--- config.mk ---
export PLATFORM = sky130hd
export DESIGN_NAME = lv_efuse_loader_flat
export DESIGN_NICKNAME = d
export VERILOG_FILES = /design/src/rtl/lv_efuse_if.sv /design/src/rtl/lv_efuse_loader.sv /design/src/flat_wrapper.sv
export SDC_FILE = /design/constraint.sdc
export NUM_CORES = 1
export LEC_CHECK = 0
export BUFFER_PORTS_ARGS = -buffer_cell sky130_fd_sc_hd__buf_2
export CAP_MARGIN = 20
export CORE_MARGIN = 3
export CORE_UTILIZATION = 62
export CTS_BUF_LIST = sky130_fd_sc_hd__clkbuf_8
export DETAILED_ROUTE_END_ITERATION = 16
export GPL_ROUTABILITY_DRIVEN = 0
export PLACE_DENSITY = 0.86
export SKIP_LAST_GASP = 1
export SYNTH_ARGS = -nofsm -noshare
export SYNTH_HDL_FRONTEND = slang
export SYNTH_SLANG_ARGS = --single-unit
--- constraint.sdc ---
create_clock -name i_clk -period 2.9 [get_ports i_clk]
set_input_delay 0.58 -clock i_clk [delete_from_list [all_inputs] [get_ports i_clk]]
set_output_delay 0.58 -clock i_clk [all_outputs]
set_load 0.01 [all_outputs]
--- src/rtl/lv_efuse_if.sv ---
// lv_efuse_if: load handshake, efuse macro read port and register write port of the efuse loader
interface lv_efuse_if #(
    parameter int DATA_W = 8,
    parameter int ADDR_W = 3
);
    logic              i_efuse_load_req;
    logic              o_efuse_load_done;
    logic              o_efuse_vld;
    logic              o_efuse_busy;
    logic              o_efuse_rd_en;
    logic [ADDR_W-1:0] o_efuse_addr;
    logic [DATA_W-1:0] i_efuse_rdata;
    logic              o_reg_wr_en;
    logic [ADDR_W-1:0] o_reg_wr_addr;
    logic [DATA_W-1:0] o_reg_wr_data;

    modport slave (
        input  i_efuse_load_req, i_efuse_rdata,
        output o_efuse_load_done, o_efuse_vld, o_efuse_busy, o_efuse_rd_en, o_efuse_addr,
               o_reg_wr_en, o_reg_wr_addr, o_reg_wr_data
    );

    modport master (
        output i_efuse_load_req, i_efuse_rdata,
        input  o_efuse_load_done, o_efuse_vld, o_efuse_busy, o_efuse_rd_en, o_efuse_addr,
               o_reg_wr_en, o_reg_wr_addr, o_reg_wr_data
    );
endinterface

--- src/rtl/lv_efuse_loader.sv ---
// lv_efuse_loader: copies efuse words into the register file and validates the stored XOR checksum
module lv_efuse_loader #(
    parameter int EFUSE_WORD_NUM = 8,
    parameter int EFUSE_DATA_W   = 8,
    parameter int EFUSE_ADDR_W   = $clog2(EFUSE_WORD_NUM),
    parameter int RD_WAIT_CYC    = 4
) (
    input logic       i_clk,
    input logic       i_rst_n,
    lv_efuse_if.slave bus
);
    localparam int CNT_W = $clog2(RD_WAIT_CYC + 1);
    localparam logic [EFUSE_ADDR_W-1:0] LAST_WORD = EFUSE_ADDR_W'(EFUSE_WORD_NUM - 1);
    localparam logic [CNT_W-1:0] CNT_INIT = CNT_W'(RD_WAIT_CYC - 1);

    typedef enum logic [2:0] {IDLE, RD, WR, CHK, DONE} state_t;

    state_t                  state;
    logic [CNT_W-1:0]        cnt;
    logic [EFUSE_DATA_W-1:0] acc;
    logic [EFUSE_DATA_W-1:0] chk;
    logic                    nonzero;

    // Load sequencer; o_efuse_addr doubles as the word index, and the last word is the checksum
    always_ff @(posedge i_clk or negedge i_rst_n) begin
        if (!i_rst_n) begin
            state                 <= IDLE;
            cnt                   <= '0;
            acc                   <= '0;
            chk                   <= '0;
            nonzero               <= 1'b0;
            bus.o_efuse_load_done <= 1'b0;
            bus.o_efuse_vld       <= 1'b0;
            bus.o_efuse_busy      <= 1'b0;
            bus.o_efuse_rd_en     <= 1'b0;
            bus.o_efuse_addr      <= '0;
            bus.o_reg_wr_en       <= 1'b0;
            bus.o_reg_wr_addr     <= '0;
            bus.o_reg_wr_data     <= '0;
        end else begin
            case (state)
                IDLE: if (bus.i_efuse_load_req) begin
                    state             <= RD;
                    cnt               <= CNT_INIT;
                    acc               <= '0;
                    nonzero           <= 1'b0;
                    bus.o_efuse_vld   <= 1'b0;
                    bus.o_efuse_busy  <= 1'b1;
                    bus.o_efuse_rd_en <= 1'b1;
                    bus.o_efuse_addr  <= '0;
                end
                RD: if (cnt == '0) begin
                    state             <= WR;
                    bus.o_efuse_rd_en <= 1'b0;
                    nonzero           <= nonzero | (|bus.i_efuse_rdata);
                    if (bus.o_efuse_addr == LAST_WORD) begin
                        chk <= bus.i_efuse_rdata;
                    end else begin
                        acc               <= acc ^ bus.i_efuse_rdata;
                        bus.o_reg_wr_en   <= 1'b1;
                        bus.o_reg_wr_addr <= bus.o_efuse_addr;
                        bus.o_reg_wr_data <= bus.i_efuse_rdata;
                    end
                end else begin
                    cnt <= cnt - 1'b1;
                end
                WR: begin
                    bus.o_reg_wr_en <= 1'b0;
                    if (bus.o_efuse_addr == LAST_WORD) begin
                        state <= CHK;
                    end else begin
                        state             <= RD;
                        cnt               <= CNT_INIT;
                        bus.o_efuse_rd_en <= 1'b1;
                        bus.o_efuse_addr  <= bus.o_efuse_addr + 1'b1;
                    end
                end
                CHK: begin
                    state                 <= DONE;
                    bus.o_efuse_vld       <= (acc == chk) && nonzero;
                    bus.o_efuse_load_done <= 1'b1;
                end
                DONE: begin
                    state                 <= IDLE;
                    bus.o_efuse_load_done <= 1'b0;
                    bus.o_efuse_busy      <= 1'b0;
                end
                default: state <= IDLE;
            endcase
        end
    end
endmodule

--- src/flat_wrapper.sv ---
// flat-port wrapper written by rule: the top's interface ports become plain ports
module lv_efuse_loader_flat 
#(
    parameter int EFUSE_WORD_NUM = 8,
    parameter int EFUSE_DATA_W   = 8,
    parameter int EFUSE_ADDR_W   = $clog2(EFUSE_WORD_NUM),
    parameter int RD_WAIT_CYC    = 4
)
  (i_clk, i_rst_n, bus_i_efuse_load_req, bus_i_efuse_rdata, bus_o_efuse_load_done, bus_o_efuse_vld, bus_o_efuse_busy, bus_o_efuse_rd_en, bus_o_efuse_addr, bus_o_reg_wr_en, bus_o_reg_wr_addr, bus_o_reg_wr_data);
  lv_efuse_if #(.DATA_W((8)), .ADDR_W((3))) bus_i ();
  input logic i_clk;
  input logic i_rst_n;
  input wire logic [$bits(bus_i.i_efuse_load_req)-1:0] bus_i_efuse_load_req;
  input wire logic [$bits(bus_i.i_efuse_rdata)-1:0] bus_i_efuse_rdata;
  output wire logic [$bits(bus_i.o_efuse_load_done)-1:0] bus_o_efuse_load_done;
  output wire logic [$bits(bus_i.o_efuse_vld)-1:0] bus_o_efuse_vld;
  output wire logic [$bits(bus_i.o_efuse_busy)-1:0] bus_o_efuse_busy;
  output wire logic [$bits(bus_i.o_efuse_rd_en)-1:0] bus_o_efuse_rd_en;
  output wire logic [$bits(bus_i.o_efuse_addr)-1:0] bus_o_efuse_addr;
  output wire logic [$bits(bus_i.o_reg_wr_en)-1:0] bus_o_reg_wr_en;
  output wire logic [$bits(bus_i.o_reg_wr_addr)-1:0] bus_o_reg_wr_addr;
  output wire logic [$bits(bus_i.o_reg_wr_data)-1:0] bus_o_reg_wr_data;
  assign bus_i.i_efuse_load_req = bus_i_efuse_load_req;
  assign bus_i.i_efuse_rdata = bus_i_efuse_rdata;
  assign bus_o_efuse_load_done = bus_i.o_efuse_load_done;
  assign bus_o_efuse_vld = bus_i.o_efuse_vld;
  assign bus_o_efuse_busy = bus_i.o_efuse_busy;
  assign bus_o_efuse_rd_en = bus_i.o_efuse_rd_en;
  assign bus_o_efuse_addr = bus_i.o_efuse_addr;
  assign bus_o_reg_wr_en = bus_i.o_reg_wr_en;
  assign bus_o_reg_wr_addr = bus_i.o_reg_wr_addr;
  assign bus_o_reg_wr_data = bus_i.o_reg_wr_data;
  lv_efuse_loader #(.EFUSE_WORD_NUM(EFUSE_WORD_NUM), .EFUSE_DATA_W(EFUSE_DATA_W), .EFUSE_ADDR_W(EFUSE_ADDR_W), .RD_WAIT_CYC(RD_WAIT_CYC)) u_core (.i_clk(i_clk), .i_rst_n(i_rst_n), .bus(bus_i));
endmodule
Word-level counts from Yosys, hierarchy flattened
Index checks and enable logic that the tools add are counted.
{"block": "word_totals", "register_bits": 42, "input_bits": 11, "out_inout_bits": 19, "wordCells": 78}
{"block": "op_classes", "addsub": 2, "n_eq_ne": 11, "n_mux": 27, "bitwise_logic": 3, "n_reduce_logical": 22}
{"operator": "$mux W8", "count": 3}
{"operator": "$mux W3", "count": 7}
{"operator": "$pmux W8 S2", "count": 1}
{"operator": "$reduce_and A3 Y1", "count": 5}
{"operator": "$pmux W3 S4", "count": 1}
{"operator": "$reduce_and A4 Y1", "count": 3}
{"operator": "$reduce_bool A2 Y1", "count": 6}
{"operator": "$pmux W1 S2", "count": 5}
{"operator": "$pmux W3 S3", "count": 1}
{"operator": "$eq A8 B8 Y1", "count": 1}
{"operator": "$ne A2 B2 Y1 const B", "count": 4}
{"operator": "$reduce_or A8 Y1", "count": 1}
{"operator": "$xor A8 B8 Y8", "count": 1}
{"operator": "$eq A3 B2 Y1 const B", "count": 2}
{"operator": "$eq A3 B3 Y1 const B", "count": 2}
{"operator": "$logic_not A3 Y1", "count": 2}
{"operator": "$mux W1", "count": 6}
{"operator": "$pmux W3 S2", "count": 1}
{"operator": "$reduce_and A2 Y1", "count": 3}
{"operator": "$add A3 B1 Y3 const B", "count": 1}
{"operator": "$eq A3 B1 Y1 const B", "count": 1}
{"operator": "$pmux W1 S3", "count": 1}
{"operator": "$reduce_bool A3 Y1", "count": 1}
{"operator": "$sub A3 B1 Y3 const B", "count": 1}
{"operator": "other kinds (5)", "count": 5}

Logic depth before layout (Yosys ltp)
{"block": "logic_depth", "depth_word": 4, "depth_mapped": 6}

Least setup slack after synthesis
No wires, ideal clock.
{"block": "synth_timing", "path_kind": "register to register", "startpoint": "register u_core.bus.o_efuse_addr[0]", "endpoint": "register u_core.chk[0]", "setup_ns": 0.125, "t_arrival_ns": 1.696, "setup_slack_ns": 1.079, "stages_incl_launch_ff": 6, "synth_period_minus_slack_ns": 1.821, "cell_sequence": "dfrtp_1 > ha_1 > ha_1 > clkbuf_1 > nand3_1 > mux2_2"}
{"block": "synth_between", "elab_chain_cells": 2}
{"item": "start, declared", "line_no": "lv_efuse_if.sv:19", "source": "output o_efuse_load_done, o_efuse_vld, o_efuse_busy, o_efuse_rd_en, o_efuse_addr,"}
{"item": "start signal, assigned", "line_no": "lv_efuse_loader.sv:75", "source": "bus.o_efuse_addr <= bus.o_efuse_addr + 1'b1;"}
{"item": "$eq A3 B3 Y1", "line_no": "lv_efuse_loader.sv:56", "source": "if (bus.o_efuse_addr == LAST_WORD) begin"}
{"item": "$reduce_and A3 Y1 (no line)"}
{"item": "end signal, assigned", "line_no": "lv_efuse_loader.sv:57", "source": "chk <= bus.i_efuse_rdata;"}
{"item": "end, declared", "line_no": "lv_efuse_loader.sv:21", "source": "logic [EFUSE_DATA_W-1:0] chk;"}
Every way passes these cells.
A chain may end at the register's enable or synchronous reset.

Worst setup path after layout
{"block": "layout_timing", "startpoint": "register u_core.bus.o_efuse_addr[0]", "endpoint": "register u_core.chk[4]"}
Same word-level chain as after synthesis.

==> metrics.txt <==
Worst IR Drop VDD=~0.55 mV; post-CTS setup repair buffer count=0; CP arrival=around 2.5 ns; Async SR Flop Fraction=between 90% and 100%; Final WS setup=around 0.56 ns; r2r startpoint=u_core.bus.o_efuse_addr[0]; # diodes=0; cell area after synthesis=~2100 um^2; IO Port Bufs=29; io pins=30; Clock Skew=0.00734 ns; final instance area=2290 um^2; ys flop type=dfrtp_1; EDFF count, synth=0; drt drc=0; Inserted Clock Buffers=5; global route overflow=0; clk sinks=42; Detailed Route WL=4390 um; Critical Path Source Type=flop; routed vias=1,534; vias per inst=slightly above 6; CTS Hold Bufs=0; Sw Share=a little under two fifths; final setup fails=0; most frequent cell after synthesis=dfrtp_1; initial antenna violation count=0; slew margin rel.=39.9%; Buf/Inv on CP=0; Combinational Power Share=39.5%; fin. max-slew vios=0; Placement Rows=20; syn nets=approximately 190; clock latency on the worst-skew pair=about 0.28 ns; largest net degree at the start of global routing=between 40 and 50; Placement Setup Slack=approximately 0.63 ns; Antenna Nets Post-Route=0; Initial Util=between 60% and 70%; RSZ-0062 raised after global routing=no; status=complete, no violations; final worst-path cycle share=between 80% and 90%; hold_ws=around 0.42 ns; Pre-antenna DRT Iters=4; Worst Setup SP=u_core.bus.o_efuse_addr[0]; CP most frequent cell=ha_1; unique cell type count in the Yosys netlist=38; share of layout cells above drive strength 1=28.3%; Starting DRT DRC Count=58; sequential fraction of the synthesis area=between 50% and 60%; Wirelength per Cell=around 18 um; core area=3130 um^2; H-tree levels=2; number of placed cells counting well taps=between 200 and 250; area grow syn2layout=11.0%; final net count=220; Yosys top cell by area=dfrtp_1; Yosys top cell area share=between 50% and 60%; root buf cell=clkbuf_8; Slew @ Worst Pin=0.902 ns; Worst Reg-to-Reg Cells=4; worst hold path class=in -> async; CTS tree=built; Tmin final=between 2 and 2.5 ns; die width=~64 um; fmax=roughly 0.43 GHz; Cell Area, Placed=approximately 2200 um^2; Tot GR Track Use=24.2%; setup tns final=0 ns; critical path's top delay family=adder cells; first-pass GRT wire length=about 7500 um; Pwr Total=around 2.2 mW; PwrDens=around 940 nW/um^2; fillers=between 200 and 250; fin cells=around 250; kind of critical path=reg -> reg; Sw Pwr=794 uW; Detail Placement HPWL=around 2800 um; CP max FO=21; Yosys Warn Count=0; cell-internal power=approximately 1.4 mW; post_cts resized=0; final core occ=73.3%; crit path capture type=flop; via count of the first global-routing pass=about 1,600; slowest stage cell, crit path=ha_1; Die Area=4060 um^2; top cells by area, synth=dfrtp_1 (51%), mux2_2 (11%), o22a_1 (3.8%); Cells after Synth=roughly 180; Die H=~64 um; worst reg2reg endpoint=u_core.chk[4]; leakage power=1.01 nW; Max clock buf depth=2; final hold violations=0; Reg clk slew, reported paths=approximately 0.070 ns; sequential fraction of design power=roughly 45%; Maximum Capacitance Violations=0; Mean Syn Cell Area=about 12 um^2; CP Cell Sequence=ha_1 > ha_1 > nand3_1 > mux2_2; clock share of power=roughly 16%; Max stage delay on crit path=0.69 ns; Crit path required time=between 3 and 4 ns; top cells by count, synth=dfrtp_1 (42), mux2_2 (20), o21ai_0 (15); R2R setup slack=around 0.56 ns; FF+latch count, synth=between 40 and 50
==> layout by cell type, fill, tap and decap left out <==
master and n:
clkbuf_8 5, and3b_1 2, nand2b_1 1, nor2_1 4, o2bb2ai_1 1, o211a_1 1
mux2_2 20, buf_2 29, o21a_1 1, nand2_1 4, or3b_2 2, o22a_1 9
a21oi_1 6, xnor2_1 8, nand3_1 2, o21bai_1 1, a211oi_1 1, nor3b_1 1
inv_1 10, nor3_4 1, nand3b_1 1, o21ai_0 15, nor4b_1 7, or3_1 1
nor2b_1 9, or3b_4 1, nor4_1 3, o2111ai_1 1, a21o_1 1, nand4_1 6
o211ai_1 1, a32oi_1 1, and2b_1 1, ha_1 4, o32ai_1 1, or4bb_1 1
dfrtp_1 42
==> flip-flops by register name, indices dropped and copies added (netlist names), 3 cells and up <==
signal	cells
u_core.bus.o_reg_wr_addr	3
u_core.bus.o_efuse_addr	3
u_core.chk	8
u_core.cnt	3
u_core.state	3
u_core.acc	8
u_core.bus.o_reg_wr_data	8
==> how the worst max path moves through the flow <==
stage | end | slack (ns) | cells after the start
global route | u_core.chk[4] | 0.39 | 4
detailed placement | u_core.chk[7] | 0.63 | 4
finish | u_core.chk[4] | 0.56 | 4
floorplan | u_core.chk[0] | 1.08 | 5
global placement | u_core.bus.o_reg_wr_addr[1] | 0.79 | 4
CTS | u_core.chk[4] | 0.60 | 4
==> power groups by stage <==
| stage | combinational [mW] | sequential (mW) | clock [mW] |
|---|---|---|---|
| after floorplan | 0.613 | 0.969 | 0 |
| after global placement | 0.810 | 0.952 | 0 |
| after detailed placement | 0.844 | 0.970 | 0 |
| after CTS | 0.854 | 0.964 | 0.343 |
| after global routing | 0.946 | 1.00 | 0.375 |
| final | 0.851 | 0.969 | 0.336 |
==> routing by layer <==
metal  up-vias  wire length, um  part of all wire, %  global-route usage [%]
met1       770             1970                   45                    31.0
met3        10              215                  4.9                    6.60
li1        704                -                    -                       -
met4         0               80                  1.8                    9.16
met2        50             2130                   48                    39.1
met5         -                0                    0                       0
==> cell families (layout without fill, tap and decap cells) <==
kind of cell / after synthesis / count (layout) / share of synthesized area, %
multiplexers: 20 / 20 / 10.9
AND/OR/NAND/NOR: 47 / 47 / 15.6
AO/OA/AOI/OAI: 40 / 40 / 12.9
XOR/XNOR: 8 / 8 / 3.39
flip-flops: 42 / 42 / 50.9
adder cells (fa/ha/maj): 4 / 4 / 2.42
buffers and inverters: 17 / 44 / 3.88
==> final cells by class <==
type / instances / area (um^2) / area share (%)
clock buffer: 5 / 68.8 / 3.00
clock inverter: 2 / 7.51 / 0.328
inverter: 8 / 30.0 / 1.31
multi-input combinational: 119 / 935 / 40.8
sequential: 42 / 1050 / 45.9
tap: 44 / 55.1 / 2.40
timing repair buffer: 29 / 145 / 6.33
No activity file was read; power rests on OpenSTA's default activity.
